File: config.mk
export PLATFORM = sky130hd
export DESIGN_NAME = mips150_uart_mmio
export DESIGN_NICKNAME = d
export VERILOG_FILES = /design/src/rtl/mips150_uart_mmio_pkg.sv /design/src/rtl/mips150_sync_fifo.sv /design/src/rtl/mips150_uart_mmio.sv
export SDC_FILE = /design/constraint.sdc
export NUM_CORES = 1
export LEC_CHECK = 0
export BUFFER_PORTS_ARGS = -buffer_cell sky130_fd_sc_hd__buf_2
export CAP_MARGIN = 10
export CORE_ASPECT_RATIO = 0.9
export CORE_MARGIN = 3
export CORE_UTILIZATION = 46
export CTS_CLUSTER_SIZE = 24
export DETAILED_ROUTE_END_ITERATION = 12
export PLACE_DENSITY_LB_ADDON = 0.05
export RECOVER_POWER = 25
export SYNTH_ARGS = -nofsm -noshare
export SYNTH_HDL_FRONTEND = slang
export SYNTH_SLANG_ARGS = --single-unit
File: constraint.sdc
create_clock -name clk -period 7.6 [get_ports clk]
set_input_delay 1.52 -clock clk [delete_from_list [all_inputs] [get_ports clk]]
set_output_delay 1.52 -clock clk [all_outputs]
set_load 0.02 [all_outputs]
File: src/rtl/mips150_uart_mmio_pkg.sv
// Register map, status/irq bit positions and FSM states
// shared by the MIPS150 UART MMIO block.
package mips150_uart_mmio_pkg;

    localparam logic [1:0] UART_STATUS = 2'd0;
    localparam logic [1:0] UART_RXDATA = 2'd1;
    localparam logic [1:0] UART_TXDATA = 2'd2;
    localparam logic [1:0] UART_COUNT  = 2'd3;

    localparam int ST_TX_READY     = 0;
    localparam int ST_RX_VALID     = 1;
    localparam int ST_RX_OVERRUN   = 2;
    localparam int ST_RX_FRAME_ERR = 3;
    localparam int ST_TX_BUSY      = 4;

    localparam int IE_RX_VALID = 0;
    localparam int IE_TX_EMPTY = 1;
    localparam int IE_ERR      = 2;

    typedef enum logic [1:0] {
        IDLE  = 2'd0,
        START = 2'd1,
        DATA  = 2'd2,
        STOP  = 2'd3
    } uart_state_t;

endpackage

File: src/rtl/mips150_sync_fifo.sv
// Synchronous FIFO, power-of-two depth; a push on a full FIFO
// is accepted only when a pop happens in the same cycle.
module mips150_sync_fifo #(
    parameter int WIDTH = 8,
    parameter int DEPTH = 8
) (
    input  logic                     clk,
    input  logic                     rst,
    input  logic                     push,
    input  logic [WIDTH-1:0]         din,
    input  logic                     pop,
    output logic [WIDTH-1:0]         dout,
    output logic                     full,
    output logic                     empty,
    output logic [$clog2(DEPTH):0]   count
);
    localparam int AW = $clog2(DEPTH);

    logic [WIDTH-1:0] mem [DEPTH];
    logic [AW-1:0]    wr_ptr;
    logic [AW-1:0]    rd_ptr;
    logic             do_push;
    logic             do_pop;

    assign empty   = count == '0;
    assign full    = count == (AW+1)'(DEPTH);
    assign do_pop  = pop && !empty;
    assign do_push = push && (!full || do_pop);
    assign dout    = mem[rd_ptr];

    always_ff @(posedge clk) begin
        if (!rst) begin
            wr_ptr <= '0;
            rd_ptr <= '0;
            count  <= '0;
        end else begin
            if (do_push) wr_ptr <= wr_ptr + AW'(1);
            if (do_pop)  rd_ptr <= rd_ptr + AW'(1);
            count <= count + (AW+1)'(do_push) - (AW+1)'(do_pop);
        end
    end

    always_ff @(posedge clk) begin
        if (do_push) mem[wr_ptr] <= din;
    end

endmodule

File: src/rtl/mips150_uart_mmio.sv
// Memory-mapped UART with RX/TX FIFOs and sticky error flags.
// Optional IRQ_EN register and irq output under MIPS150_UART_IRQ_EN.
module mips150_uart_mmio
    import mips150_uart_mmio_pkg::*;
#(
    parameter int CLOCK_FREQ = 50_000_000,
    parameter int BAUD_RATE  = 115_200,
    parameter int FIFO_DEPTH = 8,
    parameter int ADDR_W     = 4
) (
    input  logic              clk,
    input  logic              rst,
    input  logic              FPGA_SERIAL_RX,
    output logic              FPGA_SERIAL_TX,
    input  logic [ADDR_W-1:0] addr,
    input  logic              we,
    input  logic              re,
    input  logic [31:0]       wdata,
    output logic [31:0]       rdata,
    output logic              irq
);
    localparam int CPB = CLOCK_FREQ / BAUD_RATE;
    localparam int CW  = $clog2(CPB + 1);
    localparam int FW  = $clog2(FIFO_DEPTH) + 1;
    localparam logic [CW-1:0] BIT_END = CW'(CPB - 1);
    localparam logic [CW-1:0] BIT_MID = CW'(CPB / 2);

    logic [1:0] widx;
    logic sel_status, sel_rx, sel_tx, sel_cnt;
    assign widx       = addr[3:2];
    assign sel_status = widx == UART_STATUS;
    assign sel_rx     = widx == UART_RXDATA;
    assign sel_tx     = widx == UART_TXDATA;
    assign sel_cnt    = widx == UART_COUNT;

    logic          rx_push, rx_pop, rx_full, rx_empty;
    logic          tx_push, tx_pop, tx_full, tx_empty;
    logic [7:0]    rx_dout, tx_dout;
    logic [FW-1:0] rx_count, tx_count;

    assign rx_pop  = re && sel_rx && !rx_empty;
    assign tx_push = we && sel_tx;

    uart_state_t   rx_state, rx_state_d;
    logic [CW-1:0] rx_ctr, rx_ctr_d;
    logic [2:0]    rx_idx, rx_idx_d;
    logic [7:0]    rx_shift, rx_shift_d;

    mips150_sync_fifo #(.WIDTH(8), .DEPTH(FIFO_DEPTH)) u_rx_fifo (
        .clk(clk), .rst(rst),
        .push(rx_push), .din(rx_shift),
        .pop(rx_pop), .dout(rx_dout),
        .full(rx_full), .empty(rx_empty), .count(rx_count)
    );

    mips150_sync_fifo #(.WIDTH(8), .DEPTH(FIFO_DEPTH)) u_tx_fifo (
        .clk(clk), .rst(rst),
        .push(tx_push), .din(wdata[7:0]),
        .pop(tx_pop), .dout(tx_dout),
        .full(tx_full), .empty(tx_empty), .count(tx_count)
    );

    // bit 1 is the synchronised line, bit 2 its previous value
    logic [2:0] rx_sync;
    logic       rx_line, rx_fall;
    assign rx_line = rx_sync[1];
    assign rx_fall = rx_sync[2] & ~rx_sync[1];

    logic set_ov, set_fe, rx_ov, rx_fe;

    always_comb begin
        rx_state_d = rx_state;
        rx_ctr_d   = rx_ctr + CW'(1);
        rx_idx_d   = rx_idx;
        rx_shift_d = rx_shift;
        rx_push    = 1'b0;
        set_ov     = 1'b0;
        set_fe     = 1'b0;
        unique case (rx_state)
            IDLE: begin
                rx_ctr_d = '0;
                if (rx_fall) rx_state_d = START;
            end
            START: if (rx_ctr == BIT_MID) begin
                rx_ctr_d   = '0;
                rx_idx_d   = '0;
                rx_state_d = rx_line ? IDLE : DATA;
            end
            DATA: if (rx_ctr == BIT_END) begin
                rx_ctr_d   = '0;
                rx_shift_d = {rx_line, rx_shift[7:1]};
                rx_idx_d   = rx_idx + 3'd1;
                if (rx_idx == 3'd7) rx_state_d = STOP;
            end
            STOP: if (rx_ctr == BIT_END) begin
                rx_ctr_d   = '0;
                rx_state_d = IDLE;
                if (!rx_line)    set_fe  = 1'b1;
                else if (rx_full) set_ov = 1'b1;
                else             rx_push = 1'b1;
            end
            default: ;
        endcase
    end

    always_ff @(posedge clk) begin
        if (!rst) begin
            rx_sync  <= 3'b111;
            rx_state <= IDLE;
            rx_ctr   <= '0;
            rx_idx   <= '0;
            rx_shift <= '0;
        end else begin
            rx_sync  <= {rx_sync[1:0], FPGA_SERIAL_RX};
            rx_state <= rx_state_d;
            rx_ctr   <= rx_ctr_d;
            rx_idx   <= rx_idx_d;
            rx_shift <= rx_shift_d;
        end
    end

    uart_state_t   tx_state, tx_state_d;
    logic [CW-1:0] tx_ctr, tx_ctr_d;
    logic [2:0]    tx_idx, tx_idx_d;
    logic [7:0]    tx_byte, tx_byte_d;
    logic          tx_line_d;

    always_comb begin
        tx_state_d = tx_state;
        tx_ctr_d   = tx_ctr + CW'(1);
        tx_idx_d   = tx_idx;
        tx_byte_d  = tx_byte;
        tx_pop     = 1'b0;
        unique case (tx_state)
            IDLE: begin
                tx_ctr_d = '0;
                if (!tx_empty) begin
                    tx_pop     = 1'b1;
                    tx_byte_d  = tx_dout;
                    tx_state_d = START;
                end
            end
            START: if (tx_ctr == BIT_END) begin
                tx_ctr_d   = '0;
                tx_idx_d   = '0;
                tx_state_d = DATA;
            end
            DATA: if (tx_ctr == BIT_END) begin
                tx_ctr_d = '0;
                tx_idx_d = tx_idx + 3'd1;
                if (tx_idx == 3'd7) tx_state_d = STOP;
            end
            STOP: if (tx_ctr == BIT_END) begin
                tx_ctr_d = '0;
                if (!tx_empty) begin
                    tx_pop     = 1'b1;
                    tx_byte_d  = tx_dout;
                    tx_state_d = START;
                end else begin
                    tx_state_d = IDLE;
                end
            end
            default: ;
        endcase
        // line is a registered decode of the next state
        tx_line_d = 1'b1;
        if (tx_state_d == START)     tx_line_d = 1'b0;
        else if (tx_state_d == DATA) tx_line_d = tx_byte_d[tx_idx_d];
    end

    always_ff @(posedge clk) begin
        if (!rst) begin
            tx_state       <= IDLE;
            tx_ctr         <= '0;
            tx_idx         <= '0;
            tx_byte        <= '0;
            FPGA_SERIAL_TX <= 1'b1;
        end else begin
            tx_state       <= tx_state_d;
            tx_ctr         <= tx_ctr_d;
            tx_idx         <= tx_idx_d;
            tx_byte        <= tx_byte_d;
            FPGA_SERIAL_TX <= tx_line_d;
        end
    end

    // a new error in the same cycle as its clear wins
    always_ff @(posedge clk) begin
        if (!rst) begin
            rx_ov <= 1'b0;
            rx_fe <= 1'b0;
        end else begin
            if (set_ov) rx_ov <= 1'b1;
            else if (we && sel_status && wdata[ST_RX_OVERRUN]) rx_ov <= 1'b0;
            if (set_fe) rx_fe <= 1'b1;
            else if (we && sel_status && wdata[ST_RX_FRAME_ERR]) rx_fe <= 1'b0;
        end
    end

    logic [4:0]  status;
    logic [31:0] rd_d;

    always_comb begin
        status                  = '0;
        status[ST_TX_READY]     = !tx_full;
        status[ST_RX_VALID]     = !rx_empty;
        status[ST_RX_OVERRUN]   = rx_ov;
        status[ST_RX_FRAME_ERR] = rx_fe;
        status[ST_TX_BUSY]      = (tx_state != IDLE) || !tx_empty;
    end

    always_comb begin
        rd_d = '0;
        unique case (1'b1)
            sel_status: rd_d = {27'b0, status};
            sel_rx:     rd_d = {24'b0, rx_empty ? 8'h00 : rx_dout};
            sel_cnt:    rd_d = {16'b0, 8'(tx_count), 8'(rx_count)};
            default: ;
        endcase
    end

    always_ff @(posedge clk) begin
        if (!rst)    rdata <= '0;
        else if (re) rdata <= rd_d;
    end

`ifdef MIPS150_UART_IRQ_EN
    logic [2:0] irq_en;
    logic [2:0] irq_src;

    always_comb begin
        irq_src              = '0;
        irq_src[IE_RX_VALID] = !rx_empty;
        irq_src[IE_TX_EMPTY] = tx_empty;
        irq_src[IE_ERR]      = rx_ov | rx_fe;
    end

    always_ff @(posedge clk) begin
        if (!rst) begin
            irq_en <= '0;
            irq    <= 1'b0;
        end else begin
            if (we && sel_cnt) irq_en <= wdata[2:0];
            irq <= |(irq_en & irq_src);
        end
    end
`else
    assign irq = 1'b0;
`endif

    logic unused_bits;
    assign unused_bits = ^{addr, wdata};

endmodule
Word level (Yosys, flattened, before mapping)
Memory sizes are Yosys's and may differ from the RTL's. A register that Yosys moved wholly into a read port is not among the register bits.
Cells that the tools add are included.
{ "word_totals": {"in_bits": 41, "mem_bits_rw": 128, "elab_cells": 150, "out_inout_bits": 34, "register_bits": 102, "memories": 2} }
{ "op_classes": {"mux": 60, "reduce_logical": 31, "order_cmp": 1, "eq_ne": 23, "add_sub_neg": 12, "n_bitwise": 2} }
{ "memory_table": {"columns": ["name", "words", "width", "rd", "rd_clocked_by_memory_dff", "wr", "line_no", "text"], "rows": [
  ["u_rx_fifo.mem", 8, 8, 1, 1, 1, "mips150_sync_fifo.sv:19", "logic [WIDTH-1:0] mem [DEPTH];"],
  ["u_tx_fifo.mem", 8, 8, 1, 1, 1, "mips150_sync_fifo.sv:19", null]
]} }
{ "ops": {"columns": ["operator", "n"], "rows": [
  ["12-bit case mux with 3 select lines", 1],
  ["9-bit 2-to-1 mux", 3],
  ["9-bit case mux with 3 select lines", 1],
  ["1-bit 2-to-1 mux", 25],
  ["3-bit 2-to-1 mux", 8],
  ["8-bit 2-to-1 mux", 3],
  ["2-bit 2-to-1 mux", 11],
  ["3-bit by 1-bit adder with 3-bit output, second input constant", 6],
  ["9-bit by 1-bit adder with 9-bit output, second input constant", 2],
  ["9-bit equality test, second input constant", 2],
  ["9-bit case mux with 2 select lines", 1],
  ["2-bit case mux with 4 select lines", 2],
  ["8-bit case mux with 2 select lines", 1],
  ["2-bit equality test, second input constant", 7],
  ["3-bit case mux with 2 select lines", 2],
  ["1-bit logical AND", 10],
  ["2-bit != test, second input constant", 5],
  ["9-bit by 8-bit equality test with 1-bit output, second input constant", 1],
  ["4-bit by 1-bit adder with 4-bit output", 2],
  ["2-bit by 1-bit equality test with 1-bit output, second input constant", 4],
  ["4-bit equality test, second input constant", 2],
  ["4-bit logical NOT", 2],
  ["2-bit nonzero test", 4],
  ["4-bit by 1-bit subtractor with 4-bit output", 2],
  ["other kinds (14)", 22]
]} }

Depth between registers and ports, before layout
{ "depth": {"depth_word": 9, "ltp_mapped": 13, "ltp_nobuf": 12} }

By module
A second synthesis with hierarchy kept.
{ "unflattened": {"cells_unflattened": 742, "hier_area_um2": 9680.5} }
{ "by_module_without_submodules": {"columns": ["mod", "n_inst", "area_per_inst_um2", "seq_area_each_um2", "cells_each"], "rows": [
  ["mips150_sync_fifo", 2, 3266.9, 2182.1, 188],
  ["mips150_uart_mmio", 1, 3146.8, 1241.2, 366]
]} }

Worst setup path before layout
No wires, ideal clock.
{ "synth_timing": {"path_type": "input to register", "from": "in addr[3]", "to": "reg u_rx_fifo.count[2]", "setup_time_ns": 0.128, "cell_stages": 11, "required_ns": 7.472, "arrival_ns": 3.237, "path_slack_ns": 4.236, "path_buffers": 0, "cell_sequence": "nand2b_1 -> a21oi_1 -> nand2_1 -> inv_1 -> ha_1 -> inv_1 -> ha_1 -> inv_1 -> fa_1 -> xor2_1 -> nor2_1"} }
{ "synth_via": {"elab_chain_cells": 8} }
{ "synth_lines": {"columns": ["element", "line_no", "text"], "rows": [
  ["from (decl)", "mips150_uart_mmio.sv:15", "input logic [ADDR_W-1:0] addr,"],
  ["2-bit by 1-bit equality test with 1-bit output (*)", "mips150_uart_mmio.sv:32", "assign sel_rx = widx == UART_RXDATA;"],
  ["1-bit logical AND (*) (2 in a row)", "mips150_uart_mmio.sv:41", "assign rx_pop = re && sel_rx && !rx_empty;"],
  ["1-bit logical AND (*)", "mips150_sync_fifo.sv:27", "assign do_pop = pop && !empty;"],
  ["named net u_rx_fifo.do_pop", "mips150_sync_fifo.sv:23", "logic do_pop;"],
  ["1-bit logical OR", "mips150_sync_fifo.sv:28", "assign do_push = push && (!full || do_pop);"],
  ["1-bit logical AND", "mips150_sync_fifo.sv:28", null],
  ["4-bit by 1-bit adder with 4-bit output", "mips150_sync_fifo.sv:39", "count <= count + (AW+1)'(do_push) - (AW+1)'(do_pop);"],
  ["4-bit by 1-bit subtractor with 4-bit output (*)", "mips150_sync_fifo.sv:39", null],
  ["to (signal assigned)", "mips150_sync_fifo.sv:39", null],
  ["to (decl)", "mips150_sync_fifo.sv:15", "output logic [$clog2(DEPTH):0] count"]
]} }
The timed path passes the listed nets; every way through them passes the cells marked *.
A chain may end at the register's enable or synchronous reset.

Worst setup path after layout
{ "layout_timing": {"from": "reg tx_ctr[0]", "to": "reg FPGA_SERIAL_TX"} }
{ "layout_via": {"elab_chain_cells": 7, "word_cells_on_any_way": 16, "classes_between": "eq/ne: 3; mux: 13"} }
{ "layout_lines": {"columns": ["element", "line_no", "text"], "rows": [
  ["from (decl)", "mips150_uart_mmio.sv:123", "logic [CW-1:0] tx_ctr, tx_ctr_d;"],
  ["from (signal assigned)", "mips150_uart_mmio.sv:180", "tx_ctr <= tx_ctr_d;"],
  ["9-bit equality test (*)", "mips150_uart_mmio.sv:143, mips150_uart_mmio.sv:148, mips150_uart_mmio.sv:153", null],
  ["8-bit 2-to-1 mux, or another cell as far along", "mips150_uart_mmio.sv:153", "STOP: if (tx_ctr == BIT_END) begin"],
  ["8-bit case mux with 2 select lines / 3-bit case mux with 2 select lines (equally long branches)", "mips150_uart_mmio.sv:134", "unique case (tx_state)"],
  ["1-bit binary-select mux with 3-bit select", "mips150_uart_mmio.sv:168", "else if (tx_state_d == DATA) tx_line_d = tx_byte_d[tx_idx_d];"],
  ["1-bit 2-to-1 mux (implied by the code)", "mips150_uart_mmio.sv:168", null],
  ["1-bit 2-to-1 mux", "mips150_uart_mmio.sv:168", null],
  ["1-bit 2-to-1 mux (*)", "mips150_uart_mmio.sv:167", "if (tx_state_d == START) tx_line_d = 1'b0;"],
  ["to (signal assigned)", "mips150_uart_mmio.sv:183", "FPGA_SERIAL_TX <= tx_line_d;"],
  ["to (decl)", "mips150_uart_mmio.sv:14", "output logic FPGA_SERIAL_TX,"]
]} }
Every way passes the cells marked *; elsewhere a longest branch is shown, timed or not. The select of a mux whose other input is x is not followed.

==> results.txt <==
- The flow ran to the end, and the final reports show no timing, DRC or antenna violations.
- For this run, the post-layout net count is 804.
- Vias: 5425
* Weighted congestion at the end of routability-driven global placement: 0.795
- Transition time at the pin with the least slew margin: 1.07 ns
* Critical Path End Type: flop
- Buffers added to address setup during post-CTS repair amount to 0.
* Synth unique cells: 66
* Area share of the largest cell type after synthesis: 41.4%
* Fill cells: 1665
* Area of the die: 21900 um2
- For this design the ratio of total power to cell area is 298 nW/um2.
- Number of flops mapped to enable cells by yosys: 128
- Post-placement setup slack: 3.75 ns
- Util after Layout: 53.1%
- The number of clock buffers added by TritonCTS is 23.
- Final hold violations: 0
* Layout cell share with drive strength beyond 1: 15.0%
* Maximum buffer depth of the clock tree: 3
- Once routing completed, OpenROAD measured the worst setup slack at 4.18 ns.
- Antenna violations before repair: 0
* Top area cells in the synthesized netlist: sky130_fd_sc_hd__edfxtp_1, sky130_fd_sc_hd__dfxtp_1, sky130_fd_sc_hd__mux4_2
- Setup repair after global routing missed its margin: false
- Hold buffer count at CTS: 0
* Detailed-placement wirelength estimate: 11700 um
* Drt pass-1 iters: 5
* Final total negative setup slack: 0 ns
- The final-report max-slew violation count is 0.
* Post-synthesis to final-layout area growth: 11.4%
* Insertion delay of the later-clocked pin in the worst-skew pair: 0.51 ns
* Die height: 141 um
* Shortest clock period the worst path allows after layout: 3.42 ns
* Fmax: 292 MHz
- Clock-pin slew reported for the worst setup and hold paths after clock tree synthesis: 0.06 ns
* Most instantiated cells after synthesis: sky130_fd_sc_hd__edfxtp_1, sky130_fd_sc_hd__dfxtp_1, sky130_fd_sc_hd__nor2_1, sky130_fd_sc_hd__nand2_1, sky130_fd_sc_hd__a21oi_1
- STA classifies the critical path startpoint as a flop.
- The region available for standard cell placement spans 19500 um2.
* Final setup violating endpoints: 0
* Largest stage delay, worst path: 0.68 ns
- Most frequent cell on the critical path: sky130_fd_sc_hd__ha_1
- First-pass GRT wire length: 28200 um
- Data on the critical path arrives at its endpoint at 3.80 ns.
- Leakage power: 3.54 nW
* Critical Path, Cell by Cell: ha_1 > and4b_1 > nand2_1 > ha_1 > nand2b_1 > a31oi_1 > a22oi_1 > o221ai_2 > mux2i_1 > o41a_1
- Total of warnings raised by yosys: 0
- sky130_fd_sc_hd__edfxtp_1 takes more of the synthesized area than any other cell.
- On the critical path, the stage with the largest delay is an instance of sky130_fd_sc_hd__a31oi_1.
* Clock Skews: 0.0111 ns
- Share of synthesized flip-flops with an asynchronous set or reset: 0%
- Post-synthesis sequential area ratio: 60.4%
* Number of design-rule violations left by the first detailed-router iteration: 352
- Critical path fanouts, max: 9
* Pin count of the biggest net entering global routing: 56
- Root Driver: sky130_fd_sc_hd__clkbuf_16
- Count of unresolved DRC violations after routing: 0
- At the worst endpoint, the required time is 7.98 ns.
- Register bit count reported by yosys: 216
- VDD sags by at most 0.147 mV.
- Quantity of gates resized following cts: 0
* Ports: 75
* Initial Util: 47.7%
- Most repeated cell in the gate-level netlist after synthesis: sky130_fd_sc_hd__edfxtp_1
- TritonCTS clock tree: built
* Rows: 48
* Detail Route Antenna Nets: 0
- Summed over all layers, the routed wires come to 17700 um.
- Number of standard cells in the layout, taps in and fillers out: 999
- In this run the number of H-tree levels came out at 1.
- Counting tap cells, the placed design contains a total of 956 instances.
- The tool flagged a number of max-cap violations equal to 0.
- Class of the tightest hold or removal check: flop to flop
- Cell count after synthesis: 707
- The via count of the first global-routing pass is 5342.
- Number of vias per cell: 5.43
- Wire length per cell: 17.7 um
- The cell area that synthesis handed to floorplanning was 9280 um2.
- In this run the horizontal extent of the chip is 156 um.
* Count of antenna diodes in the layout: 0
* Congestion Overflow GR: 0
* Mean instance size in the synthesized netlist: 13.1 um2
* Predominant post-synthesis flop cell: sky130_fd_sc_hd__edfxtp_1
- On the final layout, the worst hold slack is 0.405 ns.
- Fin crit share: 45.1%
* Clock Sink Count: 216
- Type of the worst setup path: flop to flop
- The worst pin sits at a relative slew slack of 28.2%.
* GR Util All Layers: 16.2%
- Port Buf Inserts: 27
per-layer routing:
| layer | vias to the layer above | share of wire [%] | wire, um | global-route usage (%) |
|---|---|---|---|---|
| met3 | 23 | 4.2 | 745 | 2.42 |
| met2 | 113 | 45 | 7930 | 25.4 |
| met5 | - | 0 | 0 | 0 |
| met4 | 0 | 1.9 | 337 | 3.68 |
| met1 | 2683 | 49 | 8670 | 24.2 |
| li1 | 2606 | - | - | - |
critical path: cells and delay by family, from the launching register on:
kind                       cells  cell delay (ns)
muxes                          1             0.10
adders and majority gates      2             0.51
and+or+nand+nor                3             0.75
AOI/OAI and AO/OA              4             1.56
DFF                            1             0.39
report_power, final:
group | total, mW | switching [mW] | internal [mW]
registers | 1.35 | 0.0628 | 1.29
clock network | 1.12 | 0.445 | 0.677
logic | 0.606 | 0.343 | 0.263
flip-flops by register name, indices dropped and copies added (netlist names), 4 cells and up, named ones only:
name,cells
u_rx_fifo.mem,64
u_tx_fifo.mem,64
rdata,12
rx_ctr,9
tx_ctr,9
rx_shift,8
tx_byte,8
u_rx_fifo.count,4
u_tx_fifo.count,4
cells in the final DEF (no fill, tap or decap), types with 20 or more instances in the layout:
master,count
sky130_fd_sc_hd__mux4_2,20
sky130_fd_sc_hd__inv_1,26
sky130_fd_sc_hd__clkbuf_16,23
sky130_fd_sc_hd__edfxtp_1,128
sky130_fd_sc_hd__nor2_1,87
sky130_fd_sc_hd__ha_1,29
sky130_fd_sc_hd__a21oi_1,33
sky130_fd_sc_hd__conb_1,21
sky130_fd_sc_hd__nand2_1,48
sky130_fd_sc_hd__buf_2,23
sky130_fd_sc_hd__dfxtp_1,88
worst paths after layout:
kind | slack (ns) | start | cells past startpoint | to
min reg2reg | 0.41 | rx_sync[0] | 1 | rx_sync[1]
max reg2reg | 4.18 | tx_ctr[0] | 10 | FPGA_SERIAL_TX
min | 0.41 | rx_sync[0] | 1 | rx_sync[1]
max | 4.18 | tx_ctr[0] | 10 | FPGA_SERIAL_TX
cells by family (layout without fill, tap and decap cells):
kind of cell,Yosys count,in the layout,share of synthesized area [%]
xor+xnor,25,25,2.36
buf+inv,80,102,4.48
other cells,1,21,0.0404
compound gates,84,84,6.43
fa+ha+maj,31,31,4.34
flops,216,216,60.4
simple gates,215,215,11.1
mux,55,55,10.8
final cells by class:
type | instances | area [um2] | area share [%]
Inverter | 27 | 101 | 0.981
Clock buffer | 27 | 611 | 5.91
Timing Repair Buffer | 33 | 195 | 1.89
Sequential cell | 216 | 5610 | 54.2
Clock inverter | 15 | 158 | 1.53
Tap cell | 250 | 313 | 3.03
Multi-Input combinational cell | 431 | 3350 | 32.4
metrics by stage:
stage | power [mW] | area, um2
finish | 3.08 | 10300
global placement | 1.97 | 9540
CTS | 3.11 | 10300
floorplan | 1.87 | 9350
global route | 3.25 | 10300
detailed placement | 1.98 | 9540
No activity file was read; power rests on OpenSTA's default activity.
